<file path="config.mk">
export PLATFORM = sky130hd
export DESIGN_NAME = mac_tile_seq
export DESIGN_NICKNAME = d
export VERILOG_FILES = /design/src/rtl/mac_tile_seq.sv
export SDC_FILE = /design/constraint.sdc
export NUM_CORES = 1
export LEC_CHECK = 0
export CORE_AREA = 2 2 197 199
export CTS_CLUSTER_SIZE = 24
export DETAILED_ROUTE_END_ITERATION = 6
export DIE_AREA = 0 0 199 201
export PLACE_DENSITY = 0.86
export SLEW_MARGIN = 20
export SYNTH_ARGS = -nofsm -noshare
export SYNTH_HDL_FRONTEND = slang
export SYNTH_SLANG_ARGS = --single-unit
</file>
<file path="constraint.sdc">
create_clock -name clk -period 6.8 [get_ports clk]
set_input_delay 1.36 -clock clk [delete_from_list [all_inputs] [get_ports clk]]
set_output_delay 1.36 -clock clk [all_outputs]
set_load 0.01 [all_outputs]
</file>
<file path="src/rtl/mac_tile_seq.sv">
// mac_tile_seq: per-tile weight load, activation stream and drain sequencer
// for the ROW x COLUMN systolic mac array. Optional bias: MAC_TILE_SEQ_BIAS_EN.
// Ports: clk, rst (sync, active high), start, cfg_vec_num, cfg_tile_num,
//  busy, done, tile_idx; w_s_* weight stream in; x_s_* activation stream in;
//  [b_s_* bias stream in]; w, w_en, ci, mac_m_* to the array.
module mac_tile_seq #(
  parameter int DW     = 8,
  parameter int WW     = 8,
  parameter int CW     = 19,
  parameter int ROW    = 8,
  parameter int COLUMN = 6,
  parameter int LAT    = 10
) (
  input  logic                 clk,
  input  logic                 rst,
  input  logic                 start,
  input  logic [15:0]          cfg_vec_num,
  input  logic [7:0]           cfg_tile_num,
  output logic                 busy,
  output logic                 done,
  output logic [7:0]           tile_idx,
  input  logic [COLUMN*WW-1:0] w_s_data,
  input  logic                 w_s_valid,
  output logic                 w_s_ready,
  input  logic [ROW*DW-1:0]    x_s_data,
  input  logic                 x_s_valid,
  output logic                 x_s_ready,
`ifdef MAC_TILE_SEQ_BIAS_EN
  input  logic [COLUMN*CW-1:0] b_s_data,
  input  logic                 b_s_valid,
  output logic                 b_s_ready,
`endif
  output logic [COLUMN*WW-1:0] w,
  output logic                 w_en,
  output logic [COLUMN*CW-1:0] ci,
  output logic [ROW*DW-1:0]    mac_m_data,
  output logic                 mac_m_first,
  output logic                 mac_m_last,
  output logic                 mac_m_valid,
  input  logic                 mac_m_ready
);

  typedef enum logic [2:0] {
    IDLE, WFILL, WBURST, STREAM, DRAIN, DONE
  } state_t;

  localparam int FW  = $clog2(ROW + 1);
  localparam int BW  = $clog2(ROW);
  localparam int DCW = $clog2(LAT);
  localparam logic [FW-1:0]  FILL_FULL  = FW'(ROW);
  localparam logic [BW-1:0]  BURST_END  = BW'(ROW - 1);
  localparam logic [DCW-1:0] DRAIN_INIT = DCW'(LAT - 1);

  state_t state, state_n;
  logic [FW-1:0]  fill;
  logic [BW-1:0]  bcnt;
  logic [DCW-1:0] dcnt;
  logic [15:0]    beat;
  logic [15:0]    vec_num;
  logic [7:0]     tiles;
  logic [COLUMN*WW-1:0] wbuf [ROW];
  logic w_acc, x_fire, beat_last;
  logic w_full, b_full, tile_last, tile_end;

`ifdef MAC_TILE_SEQ_BIAS_EN
  logic [COLUMN*CW-1:0] bias;
  logic                 bias_got;
  assign b_s_ready = (state == WFILL) && !bias_got;
  assign b_full    = bias_got;
  assign ci        = (state == STREAM) ? bias : '0;
`else
  assign b_full = 1'b1;
  assign ci     = '0;
`endif

  assign w_full    = (fill == FILL_FULL);
  assign w_s_ready = (state == WFILL) && !w_full;
  assign w_acc     = w_s_valid && w_s_ready;
  assign x_fire    = (state == STREAM) && x_s_valid && mac_m_ready;
  assign beat_last = (beat == vec_num - 16'd1);
  assign tile_last = (tile_idx == tiles - 8'd1);
  assign tile_end  = (state == DRAIN) && (dcnt == '0);

  assign busy = (state != IDLE) && (state != DONE);
  assign done = (state == DONE);

  // One w_en pulse; the array skews it so row k latches cycle k's word.
  assign w    = (state == WBURST) ? wbuf[bcnt] : '0;
  assign w_en = (state == WBURST) && (bcnt == '0);

  assign mac_m_valid = (state == STREAM) && x_s_valid;
  assign x_s_ready   = (state == STREAM) && mac_m_ready;
  assign mac_m_data  = (state == STREAM) ? x_s_data : '0;
  assign mac_m_first = mac_m_valid && (beat == 16'd0);
  assign mac_m_last  = mac_m_valid && beat_last;

  always_comb begin
    state_n = state;
    unique case (state)
      IDLE:   if (start) state_n = WFILL;
      WFILL:  if (w_full && b_full) state_n = WBURST;
      WBURST: if (bcnt == BURST_END) state_n = STREAM;
      STREAM: if (x_fire && beat_last) state_n = DRAIN;
      DRAIN:  if (dcnt == '0) state_n = tile_last ? DONE : WFILL;
      DONE:   state_n = IDLE;
      default: state_n = IDLE;
    endcase
  end

  always_ff @(posedge clk) begin
    if (rst) begin
      state    <= IDLE;
      fill     <= '0;
      bcnt     <= '0;
      dcnt     <= DRAIN_INIT;
      beat     <= '0;
      vec_num  <= 16'd1;
      tiles    <= 8'd1;
      tile_idx <= '0;
`ifdef MAC_TILE_SEQ_BIAS_EN
      bias     <= '0;
      bias_got <= 1'b0;
`endif
    end else begin
      state <= state_n;
      bcnt  <= (state == WBURST) ? bcnt + 1'b1 : '0;
      dcnt  <= (state == DRAIN) ? dcnt - 1'b1 : DRAIN_INIT;
      if (state != STREAM)
        beat <= '0;
      else if (x_fire)
        beat <= beat + 16'd1;
      if (w_acc)
        fill <= fill + 1'b1;
      if ((state == IDLE) && start) begin
        vec_num  <= (cfg_vec_num == 16'd0) ? 16'd1 : cfg_vec_num;
        tiles    <= (cfg_tile_num == 8'd0) ? 8'd1 : cfg_tile_num;
        tile_idx <= '0;
        fill     <= '0;
      end
      if (tile_end) begin
        fill <= '0;
        if (!tile_last)
          tile_idx <= tile_idx + 8'd1;
      end
`ifdef MAC_TILE_SEQ_BIAS_EN
      if (b_s_valid && b_s_ready) begin
        bias     <= b_s_data;
        bias_got <= 1'b1;
      end
      if (((state == IDLE) && start) || tile_end)
        bias_got <= 1'b0;
`endif
    end
  end

  // Buffer needs no reset: fill count restarts on every job and tile.
  always_ff @(posedge clk) begin
    if (w_acc)
      wbuf[fill[BW-1:0]] <= w_s_data;
  end

endmodule

</file>
==> results_dict.tcl <==
set metrics [dict create \
    status "complete, no violations" \
    dpl_cell_area_um2 22200 \
    path_max_fanout 71 \
    path_delay_family "buffers and inverters" \
    drc 0 \
    synth-seq-cells 446 \
    drt_iter0_markers 787 \
    cts_sinks 446 \
    cap_violations 0 \
    rsz0062_at_grt "no" \
    grt_start_max_net_pins 72 \
    grt_usage_pct 23.4 \
    synth_seq_area_share_pct 65.8 \
    relSlewSlack_pct 25.8 \
    yosys.area.top_type_share_pct 59.4 \
    reg2reg_to "wbuf[7][0]" \
    hp-class "reg -> reg" \
    synth-edff-count 384 \
    yosysUniqueCellTypes 69 \
    stdcell_area_um2 23700 \
    antenna_left 0 \
    syn_to_final_growth_pct 22.1 \
    crit_type "reg -> out" \
    synthTopCellsByArea "edfxtp_1 59%, mux4_2 11%, dfxtp_1 6.4%, buf_4 4.4%, mux2i_1 2.6%" \
    cts_buffers 45 \
    final.period_utilization_pct 71.3 \
    crit_arrival_ps 3490 \
    slowest_stage "dfxtp_4" \
    max_freq_mhz 206 \
    tightest_slew_ps 1110 \
    synth_warnings 0 \
    hold_start "dcnt[0]" \
    place_hpwl_mm 29.5 \
    ff2ff_path_depth 6 \
    cts-hold-fix-buffers 0 \
    rrSetupSlack_ps 2890 \
    viasPerCell 5.51 \
    finalHoldViolCount 0 \
    post_cts_buffers 0 \
    synthCells 1244 \
    whs_ps 398 \
    first_pass_iters 5 \
    worstHoldPathCells 1 \
    clock_path_buffers 3 \
    avgSynthCellArea_um2 15.6 \
    p_leak_nw 7.71 \
    cts_resized 0 \
    max_stage_delay_ps 1010 \
    clk_latency_ps 590 \
    end_kind "output port" \
    vias 11400 \
    fin_nets 1665 \
    nFillCells 2717 \
    cp_cell_sequence "buf_4, mux4_2, mux2i_1, nor2_1, clkdlybuf4s50_1" \
    cts_root_buffer "clkbuf_16" \
    overflow 0 \
    core_area_um2 38100 \
    die_w_um 199 \
    setup_tns_ps 0 \
    critPathLaunchType "flop" \
    finClkSkew_ps 44.2 \
    hold_end "dcnt[0]" \
    yosysMostFrequentCell "edfxtp_1" \
    drt_wl_total_mm 46.7 \
    irDropWorstVdd_v 0.000361 \
    cts_tree "done" \
    grt_pass1_vias 11400 \
    yosys.area.top_type "edfxtp_1" \
    wire_per_inst_um 22.6 \
    required_ps 5440 \
    powerDensity_nw_per_um2 284 \
    ys.flop_type "edfxtp_1" \
    period_needed_ps 4850 \
    syn_area_um2 19400 \
    async_flop_share_pct 0 \
    die_h_um 201 \
    drive_gt1_share_pct 13.2 \
    clk_pin_slew_ps 60 \
    cp.depth 5 \
    grt_pass1_wl_mm 69.3 \
    drv_slew 0 \
    reg2reg_from "fill[1]" \
    ioPinCount 384 \
    setup_viol 0 \
    worst-path-buf-inv 2 \
    port-buffer-count 269 \
    gp_congestion 0.860 \
    antenna_found_initial 7 \
    htree_num_levels 2 \
    die_area_um2 40000 \
    rows 72 \
    start_util_pct 51.0 \
    synthTopCellsByCount "384 x edfxtp_1, 114 x buf_4, 96 x mux4_2" \
]
worst max-delay path by stage:
stage / start / endpoint / slack (ps)
after global routing: state[0] / mac_m_last / 1810
after floorplan: state[1] / wbuf[0][0] / 1300
after global placement: x_s_valid / mac_m_last / 2250
final: bcnt[1] / w[34] / 1950
after CTS: bcnt[1] / w[33] / 1930
after detailed placement: x_s_valid / mac_m_last / 2280
placed cells by master, fill, tap and decap left out, drive strengths merged, types with 25 or more instances in the layout:
| master | n |
|---|---|
| xnor2 | 25 |
| dfxtp | 62 |
| mux4 | 96 |
| xor2 | 25 |
| mux2i | 50 |
| nor2 | 95 |
| nand2 | 51 |
| edfxtp | 384 |
| clkbuf | 61 |
| conb | 114 |
| clkdlybuf4s50 | 269 |
| and2 | 68 |
per-layer routing:
layer	up-vias	GRT usage [%]	part of all wire, %
met5	-	0	0.062
met4	4	8.64	2.8
met3	85	4.39	6.8
met1	5740	29.1	38
met2	538	40.7	52
li1	5027	-	-
flip-flops by register name (all words and copies together) (netlist names):
signal / cells
tiles: 8
fill: 4
bcnt: 3
beat: 16
dcnt: 4
state: 3
tile_idx: 8
wbuf: 384
vec_num: 16
worst register-to-register path, cell delays in order (launching register included):
cell,delay [ps]
dfxtp_1,480
inv_1,100
ha_1,190
a311oi_1,770
nand3_1,480
nor2_4,940
buf_4,570
report_power, final:
part           switching [mW]  internal (mW)
clock network            1.02           1.41
logic                   0.564          0.555
registers               0.116           3.07
total                    1.70           5.04
through the flow:
step                total power, mW  util (%)  setup WS [ps]  cells
floorplan                      3.97         -           1300   1357
global placement               4.31      58.4           2250   1982
detailed placement             4.36      58.4           2280   1982
CTS                            6.78      62.2           1930   2062
global route                   6.99      62.2           1810   2067
finish                         6.74      62.2           1950   2067
cells by family after synthesis:
| group | share of synthesized area, % |
|---|---|
| compound gates | 2.76 |
| buf+inv | 6.13 |
| xor+xnor | 2.25 |
| mux | 13.7 |
| flops | 65.8 |
| fa+ha+maj | 0.773 |
| other cells | 0.0193 |
| simple gates | 8.59 |
area by class of cell:
cell class              instances  area (µm²)  area share [%]
diodes                          5        12.5          0.0528
clock buffers                  61        1220            5.13
clock inverters                19         239            1.01
inverters                      17        63.8           0.269
multi-input cells             719        5950            25.1
flip-flops and latches        446       12800            53.9
well taps                     518         648            2.73
repair buffers                282        2800            11.8
No activity file was read; power rests on OpenSTA's default activity.
